**config.mk**
```make
export PLATFORM = sky130hd
export DESIGN_NAME = shift_chain_ctrl
export DESIGN_NICKNAME = d
export VERILOG_FILES = /design/src/rtl/shift_chain_ctrl.sv
export SDC_FILE = /design/constraint.sdc
export NUM_CORES = 1
export LEC_CHECK = 0
export ABC_AREA = 1
export ABC_CLOCK_PERIOD_IN_PS = 1900
export BUFFER_PORTS_ARGS = -buffer_cell sky130_fd_sc_hd__buf_4
export CORE_UTILIZATION = 54
export DETAILED_ROUTE_END_ITERATION = 6
export GPL_TIMING_DRIVEN = 0
export PLACE_DENSITY = 0.82
export SLEW_MARGIN = 20
export SYNTH_ARGS = -nofsm -noshare
export SYNTH_HDL_FRONTEND = slang
export SYNTH_SLANG_ARGS = --single-unit
```
**constraint.sdc**
```tcl
create_clock -name clk -period 1.9 [get_ports clk]
set_clock_uncertainty 0.2 [all_clocks]
set_input_delay 0.285 -clock clk [delete_from_list [all_inputs] [get_ports clk]]
set_output_delay 0.285 -clock clk [all_outputs]
set_load 0.1 [all_outputs]
```
**src/rtl/shift_chain_ctrl.sv**
```systemverilog
// Parallel-to-serial sequencer for an external shift chain: shifts a loaded word out
// MSB-first under a divided strobe while capturing the returning bits into a parallel word.
module shift_chain_ctrl #(
  parameter int WIDTH = 8,
  parameter int DIV   = 1
) (
  input  logic             clk,
  input  logic             clr,
  input  logic [WIDTH-1:0] load_data,
  input  logic             load_valid,
  output logic             load_ready,
  output logic [WIDTH-1:0] cap_data,
  output logic             cap_valid,
  input  logic             cap_ready,
  output logic             shift_out,
  input  logic             shift_in,
  output logic             shift_en,
  output logic             busy
);

  localparam int CNT_W = $clog2(WIDTH + 1);
  localparam int DIV_W = (DIV > 1) ? $clog2(DIV) : 1;
  localparam logic [CNT_W-1:0] BIT_LAST = CNT_W'(WIDTH - 1);
  localparam logic [DIV_W-1:0] DIV_LAST = DIV_W'(DIV - 1);

  typedef enum logic [1:0] {IDLE, SHIFT, DONE} state_t;

  state_t           state, state_nxt;
  logic [WIDTH-1:0] out_reg;
  logic [WIDTH-1:0] cap_reg;
  logic [CNT_W-1:0] bit_cnt;
  logic [DIV_W-1:0] div_cnt;
  logic             strobe;

  assign strobe = (state == SHIFT) && (div_cnt == DIV_LAST);

  always_ff @(posedge clk or posedge clr) begin
    if (clr) state <= IDLE;
    else     state <= state_nxt;
  end

  // Every output is a decode of state and registers; handshake inputs only steer next state.
  always_comb begin
    state_nxt  = state;
    load_ready = 1'b0;
    cap_valid  = 1'b0;
    shift_en   = 1'b0;
    shift_out  = 1'b0;
    busy       = 1'b0;
    case (state)
      IDLE: begin
        load_ready = 1'b1;
        if (load_valid) state_nxt = SHIFT;
      end
      SHIFT: begin
        busy      = 1'b1;
        shift_out = out_reg[WIDTH-1];
        shift_en  = strobe;
        if (strobe && (bit_cnt == BIT_LAST)) state_nxt = DONE;
      end
      DONE: begin
        busy      = 1'b1;
        cap_valid = 1'b1;
        if (cap_ready) state_nxt = IDLE;
      end
      default: state_nxt = IDLE;
    endcase
  end

  // shift_in is sampled on the same edge the chain advances, so it is the pre-shift chain bit.
  always_ff @(posedge clk or posedge clr) begin
    if (clr) begin
      out_reg  <= '0;
      cap_reg  <= '0;
      cap_data <= '0;
      bit_cnt  <= '0;
      div_cnt  <= '0;
    end else begin
      case (state)
        IDLE: begin
          if (load_valid) begin
            out_reg <= load_data;
            bit_cnt <= '0;
            div_cnt <= '0;
          end
        end
        SHIFT: begin
          if (strobe) begin
            out_reg <= {out_reg[WIDTH-2:0], 1'b0};
            cap_reg <= {cap_reg[WIDTH-2:0], shift_in};
            bit_cnt <= bit_cnt + CNT_W'(1);
            div_cnt <= '0;
            if (bit_cnt == BIT_LAST) cap_data <= {cap_reg[WIDTH-2:0], shift_in};
          end else begin
            div_cnt <= div_cnt + DIV_W'(1);
          end
        end
        default: ;
      endcase
    end
  end

endmodule

```
==> flow_metrics.env, run 1 <==
export IMPL_drtAntennaViolNets=0
export IMPL_synth_nets=186
export IMPL_crit_family="flip-flops"
export IMPL_dp_slack_ps=-155.8
export IMPL_crit_buf_inv=3
export IMPL_n_fill_cell=173
export IMPL_num_vias=1240
export IMPL_cpMaxStageDelayCell="dfrtp_2"
export IMPL_ios=26
export IMPL_row_count=18
export IMPL_setup_worst_path_start_class="register"
export IMPL_path_max_fanout=3
export IMPL_crit_type="register to primary output"
export IMPL_maxCapViolations=0
export IMPL_timing_critical_path_depth=5
export IMPL_multi_input_area_um2=605.6
export IMPL_r2r_start="state[1]$_DFFE_PP0P_"
export IMPL_fin_crit_sh_pct=101.4
export IMPL_area_growth_pct=35.65
export IMPL_ys_ff_latch=30
export IMPL_setup_viol=1
export IMPL_setup_ws_ps=-26.40
export IMPL_core_um2=2477
export IMPL_stdcell_count=245
export IMPL_cp_required_ps=1410
export IMPL_hold_violations=0
export IMPL_ys_warn_count=0
export IMPL_status="complete, but fails checks"
export IMPL_violations="setup timing"
export IMPL_path_clk_slew_ps=100
export IMPL_relSlewSlack_pct=58.94
export IMPL_avgViaCountPerCell=5.061
export IMPL_crit_start="state[0]$_DFFE_PP0P_"
export IMPL_syn_mean_instance_area_um2=8.483
export IMPL_initial_core_util_pct=57.53
export IMPL_drc=0
export IMPL_cts_buffers=5
export IMPL_grt_pass1_vias=1131
export IMPL_cts_tree="yes"
export IMPL_antenna_found_initial=0
export IMPL_grt_pass1_wl_mm=4.933
export IMPL_wl_mm=3.182
export IMPL_synthCells=168
export IMPL_grt_usage_pct=26.48
export IMPL_max_stage_delay_ps=450
export IMPL_die_y_um=53.37
export IMPL_io_buffer_count=25
export IMPL_drive_gt1_share_pct=30.70
export IMPL_ys_types=19
export IMPL_fin_nets=232
export IMPL_diodes=0
export IMPL_powerDensity_nw_per_um2=1832
export IMPL_rsz0062_at_grt="yes"
export IMPL_cts_sinks=30
export IMPL_htree_levels=2
export IMPL_worstHoldStart="load_data[7]"
export IMPL_dp_hpwl_mm=1.908
export IMPL_worstMarginPinSlew_ps=614.9
export IMPL_gp_routability_congestion=0.7285
export IMPL_cts_root_buffer="clkbuf_4"
export IMPL_insertion_delay_ps=350
export IMPL_end_kind="primary output"
export IMPL_first_pass_iters=4
export IMPL_hold_path_class="input port to register"
export IMPL_wl_per_cell_um=12.99
export IMPL_fmax_ghz=0.5191
export IMPL_reg2regPathDepth=8
export IMPL_dr_first_iter_drc_count=16
export IMPL_drv_slew=0
export IMPL_crit_chain="ha_4 > buf_6 > nand2_4 > clkinvlp_4 > buf_12"
export IMPL_p_leak_nw=1.020
export IMPL_worstPathArrival_ps=1440
export IMPL_dp_cells=223
export IMPL_ir_worst_vdd_uv=1857
export IMPL_layout_min_cycle_time_ps=1926
export IMPL_die_w_um=53.37
export IMPL_netlist_area_um2=1425
export IMPL_grt_max_degree=31
export IMPL_grt_ovfl_total=0
export IMPL_ctsLongestPathBuffers=2
export IMPL_synth_seq_area_share_pct=52.68
export IMPL_regArea_um2=752.0
export IMPL_holdPathStages=5
export IMPL_dieArea_um2=2848
-- worst reg2reg max path, stage by stage (launching register included) --
cell     delay [ps]
dfrtp_1         370
inv_2            60
buf_4           150
ha_4            170
nand2_1         160
o21ai_0         180
nor2_2          160
buf_4           170
o21ai_0          80
-- layer usage --
metal	share of wire [%]	up-vias	track usage, %
met5	0	-	0
met4	1.8	0	10.53
met3	5.0	6	11.21
met2	51	29	42.50
met1	42	593	30.83
li1	-	612	-
-- Yosys cell counts --
master	instances	area, um^2
nor2_2	1	6.260
nand3_1	7	35.03
nand2_4	1	11.26
o21ai_2	7	61.31
nor2_1	3	11.26
nor2_8	1	20.02
a21oi_1	2	10.01
nand4_1	1	6.260
buf_4	1	7.510
inv_2	1	3.750
nand3b_1	1	7.510
ha_1	5	62.56
o21ai_0	13	65.06
dfrtp_1	30	750.7
nand2_1	71	266.5
buf_2	2	10.01
inv_1	19	71.32
buf_6	1	11.26
o211ai_1	1	7.510
-- cell type report --
type	instances	share of cell area, %
sequential	30	38.90
multi-input combinational	114	31.33
timing repair buffer	40	18.71
inverter	20	4.466
clock buffer	7	2.848
tap	30	1.942
buffer	3	1.553
clock inverter	1	0.2589
-- cells by family after synthesis --
| kind of cell | after synthesis | share of synthesized area, % |
|---|---|---|
| flip-flops | 30 | 52.68 |
| adder cells (fa/ha/maj) | 5 | 4.390 |
| AND/OR/NAND/NOR | 86 | 25.55 |
| AO/OA/AOI/OAI | 23 | 10.10 |
| buffers and inverters | 24 | 7.287 |
-- through the flow --
stage	setup TNS, ps	hold WS [ps]	area, um^2	power (mW)	utilization, %
CTS	-48.64	25.56	1903	3.468	76.82
detailed placement	-197.8	265.0	1662	2.649	67.07
global placement	-131.1	257.0	1662	2.585	67.07
finish	-26.40	22.67	1933	3.541	78.03
floorplan	-191.3	175.8	1436	2.330	-
global route	-100.2	40.57	1933	3.747	78.03
-- where the power goes --
part / internal, mW / total (mW) / switching (mW)
Combinational: 0.764 / 2.13 / 1.37
Clock: 0.179 / 0.413 / 0.234
Sequential: 0.856 / 0.995 / 0.139
-- placed cells by master (no fill, tap or decap), types with 2 or more instances in the layout --
cell type and count:
nand2_1 70, buf_4 33, dfrtp_1 29, inv_1 16, o21ai_0 13, nand3_1 7, o21ai_2 7, clkbuf_4 5
buf_12 4, buf_6 3, nor2_1 3, dlygate4sd3_1 3, nand2_4 2, a21oi_1 2, inv_2 2, ha_4 2
ha_1 2
-- path summary, 6_finish.rpt --
check / end / slack (ps)
worst min-delay path: out_reg[7]$_DFFE_PP0P_ / 20
min in group asynchronous: bit_cnt[1]$_DFFE_PP0P_ / 370
max in group asynchronous: state[0]$_DFFE_PP0P_ / 700
worst max-delay path: shift_out / -30
worst max register to register: out_reg[3]$_DFFE_PP0P_ / 80
worst min register to register: out_reg[4]$_DFFE_PP0P_ / 290
-- repair_timing --
item,4_1_cts,5_1_grt
setup endpoints to repair,4,12
buffers inserted,9,3
hold buffers,2,1
gates resized for setup,24,2
pin swaps,2,2
hold endpoints to repair,3,30
Power figures use the tool's default switching activity.
==> run 2, diff against run 1 <==
CORE_ASPECT_RATIO = 0.9   (was default)
==> flow_metrics.env, run 2 (synthesis results as in run 1) <==
export IMPL_violations="setup timing"
export IMPL_max_stage_delay_ps=410
export IMPL_htree_levels=2
export IMPL_dieArea_um2=2849
export IMPL_cp_required_ps=1410
export IMPL_netSwitchingFraction_pct=45.83
export IMPL_avgViaCountPerCell=5.285
export IMPL_status="complete, but fails checks"
export IMPL_die_y_um=50.74
export IMPL_crit_buf_inv=4
export IMPL_setup_worst_path_start_class="register"
export IMPL_layout_min_cycle_time_ps=1916
export IMPL_fin_nets=231
export IMPL_initial_core_util_pct=57.76
export IMPL_use_met2_pct=45.44
export IMPL_dr_first_iter_drc_count=36
export IMPL_whs_ps=37.92
export IMPL_grt_ovfl_total=0
export IMPL_busiest_layer="met2"
export IMPL_path_max_fanout=3
export IMPL_area_growth_pct=37.93
export IMPL_die_w_um=56.15
export IMPL_setup_ws_ps=-16.21
export IMPL_p_leak_nw=1.039
export IMPL_wl_per_cell_um=13.33
export IMPL_cts_tree="yes"
export IMPL_cts_sinks=30
export IMPL_n_fill_cell=168
export IMPL_globalRouteMet3Util_pct=8.763
export IMPL_wl_mm=3.226
export IMPL_cts_root_buffer="clkbuf_4"
export IMPL_rsz0062_at_grt="yes"
export IMPL_setup_viol=2
export IMPL_stdcell_count=242
export IMPL_hold_path_class="input port to register"
export IMPL_fin_crit_sh_pct=100.9
export IMPL_ios=26
export IMPL_power_frac_clock_pct=17.6
export IMPL_core_um2=2467
export IMPL_grt_pass1_wl_mm=5.492
export IMPL_crit_family="buffers and inverters"
export IMPL_cpMaxStageDelayCell="dfrtp_1"
export IMPL_utilization_pct=79.67
export IMPL_cts_buffers=5
export IMPL_grt_usage_pct=26.32
export IMPL_grt_pass1_vias=1320
export IMPL_relSlewSlack_pct=58.33
export IMPL_dp_cells=221
export IMPL_seqPwrFrac_pct=26.2
export IMPL_crit_chain="inv_2 > ha_4 > inv_8 > nor2_8 > buf_6 > buf_12"
export IMPL_drv_slew=0
export IMPL_drive_gt1_share_pct=31.78
export IMPL_first_pass_iters=4
export IMPL_drc=0
export IMPL_grt_max_degree=31
export IMPL_ctsLongestPathBuffers=2
export IMPL_num_vias=1279
export IMPL_grt_util_met1_pct=28.26
export IMPL_hold_violations=0
export IMPL_ir_worst_vdd_uv=1893
export IMPL_row_count=17
export IMPL_p_sw_mw=1.744
export IMPL_path_clk_slew_ps=90
export IMPL_drtAntennaViolNets=0
export IMPL_final_common_cell="nand2_1"
export IMPL_powerDensity_nw_per_um2=1936
export IMPL_worstPathArrival_ps=1430
export IMPL_gp_routability_congestion=0.7081
export IMPL_worstMarginPinSlew_ps=624.2
export IMPL_p_int_mw=2.062
export IMPL_insertion_delay_ps=330
export IMPL_end_kind="primary output"
export IMPL_crit_type="register to primary output"
export IMPL_antenna_found_initial=0
export IMPL_combPwrFrac_pct=56.1
export IMPL_diodes=0
export IMPL_io_buffer_count=25
export IMPL_final_cell_mix="nand2_1, buf_4, dfrtp_1"
export IMPL_dp_hpwl_mm=1.959
export IMPL_fmax_ghz=0.5219
export IMPL_maxCapViolations=0
[run 2: worst paths after layout]
path / startpoint / endpoint / slack (ps) / cells after the start
max: state[1]$_DFFE_PP0P_ / shift_en / -20 / 6
max in group asynchronous: clr / state[0]$_DFFE_PP0P_ / 660 / 3
min in group asynchronous: clr / cap_data[6]$_DFFE_PP0P_ / 390 / 3
max reg2reg: state[0]$_DFFE_PP0P_ / out_reg[3]$_DFFE_PP0P_ / 100 / 8
min: load_data[2] / out_reg[2]$_DFFE_PP0P_ / 40 / 5
min reg2reg: out_reg[2]$_DFFE_PP0P_ / out_reg[2]$_DFFE_PP0P_ / 290 / 2
[run 2: cell type report]
type	count	area, um^2	area share [%]
Buffer	4	41.29	2.101
Clock buffer	6	51.30	2.610
Clock inverter	2	60.06	3.055
Inverter	20	86.33	4.392
Multi-Input combinational cell	114	595.6	30.30
Sequential cell	30	752.0	38.26
Tap cell	28	35.03	1.782
Timing Repair Buffer	38	344.1	17.50
[run 2: worst min-delay path: cells and delay by family]
family | cells | cell delay (ps)
buffers and inverters | 1 | 70
and+or+nand+nor | 4 | 170
[run 2: what timing repair did]
action                     in CTS  in global routing
hold buffers                    0                  2
hold endpoints to repair        0                 32
buffers inserted                7                  4
pin swaps                       1                  2
resized for setup              19                  8
setup endpoints to repair       3                 13
[run 2: power by group through the flow]
stage	sequential [mW]	clock, mW	combinational (mW)
CTS	0.991	0.680	1.98
floorplan	1.13	0	1.20
global placement	0.981	0	1.60
global route	1.02	0.712	2.31
detailed placement	0.995	0	1.66
finish	0.998	0.671	2.14
[run 2: per-stage QoR]
| stage | power, mW | setup TNS (ps) | cell area (um^2) | setup WS, ps |
|---|---|---|---|---|
| finish | 3.806 | -22.66 | 1966 | -16.21 |
| global route | 4.044 | -176.6 | 1966 | -89.68 |
| CTS | 3.647 | -64.29 | 1893 | -46.35 |
| detailed placement | 2.659 | -236.8 | 1659 | -166.7 |
| global placement | 2.585 | -119.2 | 1659 | -119.2 |
| floorplan | 2.330 | -191.3 | 1436 | -41.49 |
[run 2: layer usage]
metal	wire length, um	vias to the layer above	share of wire (%)
met5	0	-	0
met1	1279	619	40
li1	-	610	-
met3	137	14	4.2
met2	1682	36	52
met4	126	0	3.9
